## src/rtl/shift_ser_pkg.sv

```systemverilog
// shift_ser_pkg: shared state encoding and counter sizing for shift_serializer
package shift_ser_pkg;
  typedef enum logic {ST_IDLE = 1'b0, ST_SHIFT = 1'b1} state_t;
  function automatic int cnt_w(input int w);
    return (w <= 2) ? 1 : $clog2(w);
  endfunction
endpackage

```

## src/rtl/shift_serializer.sv

```systemverilog
// shift_serializer: full-duplex framed shift engine with valid/ready load and rx pulse
// Optional SHIFT_SER_LSB_FIRST_EN adds a per-frame lsb_first input.
module shift_serializer
  import shift_ser_pkg::*;
#(
  parameter int WIDTH = 8
) (
  input  logic             clk,
  input  logic             rst,
  input  logic             load_valid,
  output logic             load_ready,
  input  logic [WIDTH-1:0] load_data,
  input  logic             sin,
  output logic             sout,
  output logic             busy,
  output logic             rx_valid,
  output logic [WIDTH-1:0] rx_data
`ifdef SHIFT_SER_LSB_FIRST_EN
  ,
  input  logic             lsb_first
`endif
);
  localparam int CW = cnt_w(WIDTH);
  localparam logic [CW-1:0] LAST = CW'(WIDTH - 1);
  state_t           r_state;
  logic [WIDTH-1:0] r_shreg;
  logic [CW-1:0]    r_cnt;
  logic [WIDTH-1:0] r_rx_data;
  logic             r_rx_valid;
  logic             w_lsb;
  logic             w_last;
  logic             w_accept;
  logic [WIDTH-1:0] w_next;
`ifdef SHIFT_SER_LSB_FIRST_EN
  logic r_lsb;
  always_ff @(posedge clk or posedge rst)
    if (rst) r_lsb <= 1'b0;
    else if (w_accept) r_lsb <= lsb_first;
  assign w_lsb = r_lsb;
`else
  assign w_lsb = 1'b0;
`endif
  assign busy       = (r_state == ST_SHIFT);
  assign w_last     = busy && (r_cnt == LAST);
  assign load_ready = !busy || w_last;
  assign w_accept   = load_valid && load_ready;
  assign w_next     = w_lsb ? {sin, r_shreg[WIDTH-1:1]} : {r_shreg[WIDTH-2:0], sin};
  assign sout       = busy ? (w_lsb ? r_shreg[0] : r_shreg[WIDTH-1]) : 1'b0;
  assign rx_data    = r_rx_data;
  assign rx_valid   = r_rx_valid;
  // A load on the last shift edge wins over the shift so frames stream gaplessly.
  always_ff @(posedge clk or posedge rst)
    if (rst) begin
      r_state    <= ST_IDLE;
      r_shreg    <= '0;
      r_cnt      <= '0;
      r_rx_data  <= '0;
      r_rx_valid <= 1'b0;
    end else begin
      r_rx_valid <= w_last;
      if (w_last) r_rx_data <= w_next;
      if (w_accept) begin
        r_shreg <= load_data;
        r_cnt   <= '0;
        r_state <= ST_SHIFT;
      end else if (busy) begin
        r_shreg <= w_next;
        r_cnt   <= r_cnt + CW'(1);
        if (w_last) r_state <= ST_IDLE;
      end
    end
endmodule

```

## config.mk

```make
export PLATFORM = sky130hd
export DESIGN_NAME = shift_serializer
export DESIGN_NICKNAME = d
export VERILOG_FILES = /design/src/rtl/shift_ser_pkg.sv /design/src/rtl/shift_serializer.sv
export SDC_FILE = /design/constraint.sdc
export NUM_CORES = 1
export LEC_CHECK = 0
export ABC_AREA = 1
export BUFFER_PORTS_ARGS = -buffer_cell sky130_fd_sc_hd__buf_2
export CORE_MARGIN = 2
export CORE_UTILIZATION = 30
export DETAILED_ROUTE_END_ITERATION = 8
export GPL_TIMING_DRIVEN = 0
export PLACE_DENSITY = 0.56
export SYNTH_ARGS = -nofsm -noshare
export SYNTH_HDL_FRONTEND = slang
export SYNTH_SLANG_ARGS = --single-unit
```

## constraint.sdc

```tcl
create_clock -name clk -period 4.5 [get_ports clk]
set_clock_uncertainty 0.2 [all_clocks]
set_input_delay 0.225 -clock clk [delete_from_list [all_inputs] [get_ports clk]]
set_output_delay 0.225 -clock clk [all_outputs]
set_load 0.005 [all_outputs]
```

**Word-level counts from Yosys, hierarchy flattened**

Index checks and enable logic that the tools add are counted.

- Register bits: 21
- Bits of input ports: 12
- Output and inout bits: 12
- Logic and storage cells: 20

- $add $sub $neg: 1
- Equal/unequal tests: 1
- Mux-type cells: 8
- Reduce and logical (&&, ||, !) cells: 5

Operator list:

| operator | number |
|---|---|
| 8-bit 2-to-1 mux | 2 |
| 3-bit 2-to-1 mux | 2 |
| 1-bit 2-to-1 mux | 4 |
| 3-bit by 1-bit adder with 3-bit output (second input constant) | 1 |
| 3-bit equality test (second input constant) | 1 |
| 1-bit logical AND | 2 |
| 2-bit nonzero test | 1 |
| 1-bit logical NOT | 1 |
| 1-bit logical OR | 1 |

**Logic depth before layout (Yosys ltp)**

Gate-level depths: netlist of the first run.

- Depth in word-level cells: 5
- Mapped depth: 7
- Gate-level depth less buffers: 7

**Worst setup path after synthesis of the first run**

OpenSTA, ideal clock, no wires.

- Path kind: reg-to-reg
- Start point: reg r_cnt[0]
- End point: reg r_shreg[0]
- Library setup time: 124 ps
- Data arrival time: 1176 ps
- Setup slack: 3000 ps
- Cell stages (with the launch flop): 8
- Path buffers: 1
- Clock period less this slack: 1500 ps
- Path through: dfrtp_1 -> ha_1 -> ha_1 -> inv_1 -> nand2_2 -> buf_4 -> nand3_1 -> nand3_1

- Longest elaborated chain between the ends: 5

Ends and longest elaborated chain:

| element | line | source |
|---|---|---|
| start: declaration | shift_serializer.sv:27 | `logic [CW-1:0] r_cnt;` |
| start signal: assignment | shift_serializer.sv:68 | `r_cnt <= r_cnt + CW'(1);` |
| 3-bit equality test * | shift_serializer.sv:44 | `assign w_last = busy && (r_cnt == LAST);` |
| 1-bit logical AND * | shift_serializer.sv:44 |  |
| 1-bit logical OR * | shift_serializer.sv:45 | `assign load_ready = !busy \|\| w_last;` |
| via load_ready | shift_serializer.sv:11 | `output logic load_ready,` |
| 1-bit logical AND * | shift_serializer.sv:46 | `assign w_accept = load_valid && load_ready;` |
| 8-bit 2-to-1 mux / 2-bit nonzero test (equally long branches) | n/a |  |
| end signal: assignment | shift_serializer.sv:63 | `r_shreg <= load_data;` |
| end signal: assignment | shift_serializer.sv:67 | `r_shreg <= w_next;` |
| end: declaration | shift_serializer.sv:26 | `logic [WIDTH-1:0] r_shreg;` |

The timed path passes the listed nets; every way through them passes the cells marked *.
A chain may end at the register's enable or synchronous reset.

**Worst setup path in the final report of the first run**

- Start point: reg r_cnt[0]
- End point: out load_ready

- Longest elaborated chain between the ends: 3

Ends and longest elaborated chain:

| element | line |
|---|---|
| 3-bit equality test | shift_serializer.sv:44 |
| 1-bit logical AND | shift_serializer.sv:44 |
| 1-bit logical OR | shift_serializer.sv:45 |
| end: declaration | shift_serializer.sv:11 |

No other way between the ends.

==> flow_summary.yaml, run 1 <==
placement:
  gp_congestion: 0.7824
  dpl.hpwl_mm: 1.420
  port_buffers: 23
worst_setup_path:
  slowest_stage: "dfrtp_1"
  endpoint_kind: "primary output"
  ff2ff_path_depth: 7
  required_ns: 4.07
  crit_fanout: 10
  crit_buf_inv: 3
  r2r_slack_ns: 2.89
  worstSetupPathType: "flip-flop to primary output"
  cpMostUsedCell: "ha_1"
  cpLargestDelayFamily: "flip-flops"
  endpoint: "load_ready"
  max_stage_delay_ns: 0.42
  arrival_ns: 1.60
  startpoint_type: "flip-flop"
  rr_endpoint: "r_shreg[2]$_DFFE_PP0P_"
  crit_chain: "ha_1 > ha_1 > inv_1 > nand2_2 > buf_4 > buf_2"
  startpoint: "r_cnt[0]$_DFFE_PP0P_"
  path_depth: 6
  r2r_start: "r_cnt[0]$_DFFE_PP0P_"
finish:
  nNetsFinal: 163
  num_antenna_cells: 0
  drive_above_1_share: 0.2973
  multi_input_area_um2: 375.4
  num-fill-cells: 353
  syn_to_final_growth_pct: 30.24
  final-seq-area_um2: 525.5
global_route:
  grt_first_pass_wirelength_mm: 3.284
  use_met1: 0.1551
  grt_pass1_vias: 726
  grt.total_usage: 0.1233
  busiest_layer: "met2"
  grt_max_degree: 22
  met2_usage: 0.1991
  grt-ovfl-total: 0
  gr-usage-met3: 0.01891
  antenna_found_initial: 0
logic_synthesis:
  muxShareOfSynthArea: 0
  synth_edf_count: 0
  ys_types: 14
  yosys.area_share.adder: 0.02541
  synth_top_family_by_area: "simple AND/OR/NAND/NOR gates"
  synthDominantCellAreaShare: 0.5337
  synth_cells: 111
  synth_top_area_cell: "dfrtp_1"
  yosysMostFrequentCell: "nand2_1"
  syn_area_um2: 984.7
  synthSimpleGateAreaFrac: 0.2668
  synthTopCellsByCount: "nand2_1, dfrtp_1, nand3_1"
  syn_area_per_cell_um2: 8.871
  ys.warnings.count: 0
  synth_compound_area_frac: 0.08005
  synth_seq_cells: 21
  seq_area_frac_synth: 0.5337
  synthArstFlopShare: 1.000
  synth_xor_area_frac: 0.008895
  synth_area_leaders: "dfrtp_1, nand2_1, nand3_1, o21ai_2, inv_1"
  syn_nets: 125
  synth_flop_cell: "dfrtp_1"
route:
  vias: 807
  firstDrtPassIters: 4
  ant_nets: 0
  drtIter0Drc: 16
  wl_per_cell_um: 10.46
  drcViolationCount: 0
  routed_via_density: 4.203
  routed_wl_mm: 2.009
sta:
  clock.fmax_ghz: 0.4944
  final_max_slew_viol_count: 0
  finalCriticalPeriod_ns: 2.023
  max_slew_margin: 0.4629
  worstMarginPinSlew_ns: 0.8047
  finalCritPeriodShare: 0.4495
  rsz0062_at_grt: "false"
  setup_tns_ns: 0
  hold_viol_final: 0
  setup_viol: 0
cts:
  cts_buffers: 3
  cts_tree: "built"
  cts-root-buf: "clkbuf_4"
  clock-sinks: 21
  worstSkewPairLatency_ns: 0.31
  postCtsSetupRepairBufs: 0
  clk_pin_slew_ns: 0.12
  cts_buffer_depth: 2
  htree_levels: 1
job:
  maxCapViolCount: 0
floorplan:
  core-area_mm2: 0.003078
  top_level_ports: 24
  die_h_um: 61.29
  dieArea_mm2: 0.003756
  rows: 20
  die_x_um: 61.29
  initial_utilization: 0.3199
power_and_ir_drop:
  p_leak_uw: 0.0006733
  total_power_uw: 751.8
  peakVddDrop_uv: 161.9
  cellPowerDensity_mw_per_mm2: 586.2
status:
  status: "complete, no violations"
min_path:
  holdCritPathClass: "primary input to flip-flop"
## layout by cell type (no fill, tap or decap), drive strengths merged
master,Yosys,layout
nand2,33,33
buf,4,27
dfrtp,21,21
nand3,18,18
inv,14,14
dlygate4sd3,0,10
nor2,9,9
o21ai,8,8
clkbuf,0,3
ha,2,2
xnor2,1,1
a21oi,1,1
clkinv,0,1
## worst min-delay path by stage
stage,cells after the start,slack (ns),end,startpoint
6_report,5,0.14,r_shreg[6]$_DFFE_PP0P_,load_valid
5_1_grt,5,0.16,r_cnt[2]$_DFFE_PP0P_,load_valid
4_1_cts,5,0.14,r_shreg[0]$_DFFE_PP0P_,load_valid
3_5_place_dp,2,0.22,r_shreg[6]$_DFFE_PP0P_,rst
3_3_place_gp,2,0.21,rx_data[7]$_DFFE_PP0P_,rst
2_1_floorplan,1,0.002,busy$_DFF_PP0_,rst
## routing by layer
| metal | vias to the layer above | part of all wire |
|---|---|---|
| met5 | - | 0 |
| met4 | 0 | 0.015 |
| met3 | 3 | 0.030 |
| met2 | 18 | 0.49 |
| met1 | 364 | 0.46 |
| li1 | 422 | - |
## cell families (layout without fill, tap and decap cells)
group / after synthesis / after routing
buffers and inverters: 18 / 55
AND/OR/NAND/NOR: 60 / 60
adder cells (fa/ha/maj): 2 / 2
XOR/XNOR: 1 / 1
AO/OA/AOI/OAI: 9 / 9
flip-flops: 21 / 21
## state kept, by name (all words and copies together), names as in the netlist
| register | flops |
|---|---|
| r_cnt | 3 |
| r_shreg | 8 |
| rx_data | 8 |
| busy | 1 |
| rx_valid | 1 |
## worst min-delay path: stages
cell and delay (ns):
buf_2 0.13, nor2_4 0.08, nor2_1 0.08, nand2_1 0.05, nand3_1 0.05
## stage by stage
step	cell area (um2)	utilization	hold slack [ns]	setup WS (ns)	cells
after floorplan	984.7	-	0.001528	3.000	111
after global placement	1155	0.3752	0.2090	2.850	178
after detailed placement	1155	0.3752	0.2227	2.819	178
after CTS	1282	0.4167	0.1361	2.457	192
after global routing	1282	0.4167	0.1590	2.375	192
final	1282	0.4167	0.1375	2.477	192
## final cells by class
type | count | share of cell area
flip-flops and latches | 21 | 0.4098
multi-input cells | 72 | 0.2927
repair buffers | 33 | 0.1678
well taps | 44 | 0.04293
inverters | 14 | 0.04098
plain buffers | 4 | 0.02439
clock buffers | 3 | 0.01756
clock inverters | 1 | 0.003902
## timing repair
item,in CTS,in global routing
gates resized for setup,0,0
hold buffers,10,0
endpoints found under the hold margin,30,0
## power breakdown
part | total (uW) | switching [uW] | internal, uW
logic | 333 | 186 | 147
clock network | 94.1 | 60.8 | 33.3
registers | 325 | 47.1 | 278
Note: power is estimated with default switching activity, not from simulation.
==> run 2: changes to the inputs <==
ABC_AREA = 0   (was 1)
clock period = 2.1 ns   (was 4.5 ns; I/O delays follow)
==> flow_summary.yaml, run 2 <==
global_route:
  grt_pass1_vias: 703
  grt-ovfl-total: 0
  grt_first_pass_wirelength_mm: 3.222
  grt_max_degree: 22
  antenna_found_initial: 0
  grt.total_usage: 0.1258
cts:
  clk_pin_slew_ns: 0.12
  cts_buffer_depth: 2
  cts-root-buf: "clkbuf_4"
  cts_resized: 0
  htree_levels: 1
  worstSkewPairLatency_ns: 0.31
  clock-sinks: 21
  postCtsHoldBufs: 11
  cts_buffers: 3
  postCtsSetupRepairBufs: 0
  cts_tree: "built"
route:
  routed_wl_mm: 1.937
  routed_via_density: 4.813
  wl_per_cell_um: 13.45
  vias: 693
  drcViolationCount: 0
  ant_nets: 0
  firstDrtPassIters: 4
  drtIter0Drc: 8
logic_synthesis:
  synth_area_leaders: "dfrtp_1, mux2_2, a32oi_1, nand2_1, ha_1"
  yosysMostFrequentCell: "dfrtp_1"
  synth_cells: 73
  ys_types: 18
  syn_area_um2: 919.6
  synth_flop_cell: "dfrtp_1"
  synth_edf_count: 0
  synthTopCellsByCount: "dfrtp_1, nand2_1, mux2_2"
  synthArstFlopShare: 1.000
  synth_top_area_cell: "dfrtp_1"
  synth_seq_cells: 21
  syn_area_per_cell_um2: 12.60
  seq_area_frac_synth: 0.5714
  ys.warnings.count: 0
  syn_nets: 87
  synthDominantCellAreaShare: 0.5714
worst_setup_path:
  endpoint_kind: "primary output"
  ff2ff_path_depth: 4
  r2r_start: "r_cnt[0]$_DFFE_PP0P_"
  worstSetupPathType: "flip-flop to primary output"
  endpoint: "load_ready"
  r2r_slack_ns: 0.36
  rr_endpoint: "rx_data[1]$_DFFE_PP0P_"
  arrival_ns: 1.58
  startpoint_type: "flip-flop"
  startpoint: "r_cnt[0]$_DFFE_PP0P_"
  required_ns: 1.79
  crit_fanout: 10
sta:
  rsz0062_at_grt: "false"
  hold_viol_final: 0
  setup_viol: 0
  clock.fmax_ghz: 0.5314
  final_max_slew_viol_count: 0
  worstMarginPinSlew_ns: 0.8086
  finalCritPeriodShare: 0.8961
  setup_tns_ns: 0
  finalCriticalPeriod_ns: 1.882
  max_slew_margin: 0.4604
min_path:
  holdCritPathClass: "primary input to asynchronous set/reset pin"
floorplan:
  core-area_mm2: 0.002978
  die_h_um: 59.37
  top_level_ports: 24
  rows: 20
  dieArea_mm2: 0.003524
  initial_utilization: 0.3088
  die_x_um: 59.37
power_and_ir_drop:
  total_power_uw: 1604
  peakVddDrop_uv: 402.9
  cellPowerDensity_mw_per_mm2: 1322
  p_leak_uw: 0.0006166
finish:
  nNetsFinal: 126
  syn_to_final_growth_pct: 31.97
  num-fill-cells: 293
  multi_input_area_um2: 351.6
  final-seq-area_um2: 525.5
  num_antenna_cells: 0
  postLayoutCoreUtil: 0.4076
  drive_above_1_share: 0.4144
  final_common_cell: "buf_2"
  final_cell_mix: "buf_2, dfrtp_1, nand2_1"
job:
  maxCapViolCount: 0
placement:
  port_buffers: 23
  gp_congestion: 0.6880
  dpl.hpwl_mm: 1.294
status:
  status: "complete, no violations"
==> run 2: cell count changes in the layout (fill, tap and decap cells not counted), moves of 3 or more <==
cell     previous run  this run
nand2_1            30        13
a32oi_1             0         6
o22ai_1             0         3
o21ai_2             8         0
mux2_2              0        11
nand3_1            18         0
nor2_1              8         0
inv_1              14         4
==> run 2: routing by layer <==
layer	track usage	wire length (um)
met3	0.01310	44
met2	0.2166	985
met4	0.06818	36
met5	0	0
met1	0.1525	871
==> run 2: cell type report <==
cell class,instances,area share
plain buffers,3,0.02268
clock buffers,3,0.01856
clock inverters,1,0.004124
inverters,4,0.01237
multi-input cells,45,0.2897
flip-flops and latches,21,0.4330
well taps,33,0.03402
repair buffers,34,0.1856
==> run 2: report_power, final <==
group / internal, uW / switching [uW] / leakage (uW)
logic: 385 / 318 / 0.000344
registers: 598 / 105 / 0.000255
clock network: 71.1 / 128 / 0.0000177
==> run 2: worst min path at each step <==
| stage | depth (start not counted) | endpoint | slack [ns] |
|---|---|---|---|
| 2_1_floorplan | 1 | busy$_DFF_PP0_ | -0.12 |
| 3_3_place_gp | 2 | rx_valid$_DFF_PP0_ | 0.08 |
| 3_5_place_dp | 2 | rx_valid$_DFF_PP0_ | 0.11 |
| 4_1_cts | 3 | r_cnt[1]$_DFFE_PP0P_ | 0.32 |
| 5_1_grt | 1 | rx_data[2]$_DFFE_PP0P_ | 0.34 |
| 6_report | 3 | r_cnt[1]$_DFFE_PP0P_ | 0.29 |
==> run 2: critical path: stages (launching register included) <==
cell	delay (ns)
dfrtp_1	0.40
ha_1	0.20
ha_1	0.23
nand2b_4	0.17
buf_6	0.14
buf_2	0.12
==> run 2: cell families (layout without fill, tap and decap cells) <==
logic type	count (synthesis)	after routing	synth area share
AOI/OAI and AO/OA	13	13	0.1129
adders and majority gates	2	2	0.02721
buffers and inverters	7	45	0.04625
DFF	21	21	0.5714
muxes	12	12	0.1456
and+or+nand+nor	18	18	0.09661
==> run 2: through the flow <==
step / setup slack, ns / instance area, um2 / hold WS (ns) / cells
2_1_floorplan: 0.4849 / 919.6 / -0.1185 / 73
3_3_place_gp: 0.3821 / 1076 / 0.08384 / 129
3_5_place_dp: 0.3641 / 1076 / 0.1087 / 129
4_1_cts: 0.1914 / 1214 / 0.3181 / 144
5_1_grt: 0.1223 / 1214 / 0.3359 / 144
6_report: 0.2181 / 1214 / 0.2854 / 144
==> run 3: changes to the inputs <==
PLACE_DENSITY = default   (was 0.56)
==> flow_summary.yaml, run 3 (synthesis results as in run 2) <==
route:
  drtIter0Drc: 12
  drcViolationCount: 0
  wl_per_cell_um: 13.35
  firstDrtPassIters: 4
  vias: 702
  routed_wl_mm: 1.923
  routed_via_density: 4.875
  ant_nets: 0
cts:
  htree_levels: 1
  cts_buffers: 3
  postCtsHoldBufs: 11
  cts_buffer_depth: 2
  clock-sinks: 21
  worstSkewPairLatency_ns: 0.31
  cts-root-buf: "clkbuf_4"
  cts_resized: 0
  postCtsSetupRepairBufs: 0
  clk_pin_slew_ns: 0.12
  cts_tree: "built"
finish:
  final_common_cell: "buf_2"
  fin_cells: 144
  num-fill-cells: 298
  drive_above_1_share: 0.4144
  final-seq-area_um2: 525.5
  syn_to_final_growth_pct: 31.97
  final_cell_mix: "buf_2, dfrtp_1, nand2_1"
  num_antenna_cells: 0
  nNetsFinal: 126
  multi_input_area_um2: 351.6
floorplan:
  core-area_mm2: 0.002978
  initial_utilization: 0.3088
  die_x_um: 59.37
  top_level_ports: 24
  dieArea_mm2: 0.003524
  die_h_um: 59.37
  rows: 20
sta:
  clock.fmax_ghz: 0.5260
  worstMarginPinSlew_ns: 0.8003
  setup_viol: 0
  max_slew_margin: 0.4659
  final_max_slew_viol_count: 0
  fin_ws_ns: 0.1990
  rsz0062_at_grt: "false"
  hold_viol_final: 0
  hold_ws_ns: 0.2798
  finalCriticalPeriod_ns: 1.901
  finalCritPeriodShare: 0.9052
  setup_tns_ns: 0
placement:
  dpl.hpwl_mm: 1.250
  gp_congestion: 0.6939
  pre_cts_slack_ns: 0.3556
  placed_cells_incl_taps: 129
  port_buffers: 23
worst_setup_path:
  arrival_ns: 1.60
  startpoint_type: "flip-flop"
  worstSetupPathType: "flip-flop to primary output"
  required_ns: 1.79
  startpoint: "r_cnt[0]$_DFFE_PP0P_"
  crit_fanout: 10
  ff2ff_path_depth: 4
  endpoint_kind: "primary output"
  rr_endpoint: "rx_data[0]$_DFFE_PP0P_"
  r2r_slack_ns: 0.36
  r2r_start: "r_cnt[0]$_DFFE_PP0P_"
global_route:
  grt.total_usage: 0.1240
  grt_max_degree: 22
  antenna_found_initial: 0
  grt-ovfl-total: 0
  grt_pass1_vias: 698
  grt_first_pass_wirelength_mm: 3.098
power_and_ir_drop:
  pwr-share-comb: 0.436
  sw_frac_of_total: 0.3458
  p_switching_uw: 557.2
  peakVddDrop_uv: 350.5
  cellPowerDensity_mw_per_mm2: 1328
  p_leak_uw: 0.0006166
  total_power_uw: 1611
  pwr-share-seq: 0.440
  p_int_uw: 1054
  power_frac_clock: 0.125
job:
  maxCapViolCount: 0
status:
  status: "complete, no violations"
min_path:
  holdCritPathClass: "primary input to asynchronous set/reset pin"
==> run 3: cell counts in the layout (fill, tap and decap cells not counted) <==
No cell type changed its count.
==> run 3: worst max path at each step <==
stage / to / cells past startpoint
after global placement: rx_data[1]$_DFFE_PP0P_ / 4
after floorplan: r_shreg[1]$_DFFE_PP0P_ / 6
after detailed placement: rx_data[2]$_DFFE_PP0P_ / 4
after CTS: load_ready / 5
final: load_ready / 5
after global routing: load_ready / 5
==> run 3: worst max-delay path: stages, from the launching register on <==
cell      delay, ns
dfrtp_1        0.41
ha_1           0.20
ha_1           0.24
nand2b_4       0.17
buf_6          0.14
buf_2          0.12
==> run 3: layout make-up <==
cell class / instances / share of cell area
Inverter: 4 / 0.01237
Sequential cell: 21 / 0.4330
Multi-Input combinational cell: 45 / 0.2897
Tap cell: 33 / 0.03402
Buffer: 3 / 0.02268
Clock inverter: 1 / 0.004124
Clock buffer: 3 / 0.01856
Timing Repair Buffer: 34 / 0.1856
==> run 3: power groups by stage <==
stage / Combinational [uW] / Clock, uW / Sequential (uW)
6_report: 702 / 201 / 708
4_1_cts: 714 / 211 / 706
3_3_place_gp: 680 / 0 / 708
2_1_floorplan: 483 / 0 / 705
3_5_place_dp: 697 / 0 / 717
5_1_grt: 796 / 224 / 738
==> run 3: stage by stage <==
step	utilization	area (um2)
2_1_floorplan	-	919.6
3_3_place_gp	0.3613	1076
3_5_place_dp	0.3613	1076
4_1_cts	0.4076	1214
5_1_grt	0.4076	1214
6_report	0.4076	1214
==> run 3: metal layers <==
| metal | vias up | GRT usage | part of all wire |
|---|---|---|---|
| li1 | 337 | - | - |
| met1 | 340 | 0.1569 | 0.46 |
| met2 | 18 | 0.1837 | 0.47 |
| met3 | 7 | 0.02620 | 0.035 |
| met4 | 0 | 0.09416 | 0.036 |
| met5 | - | 0 | 0 |
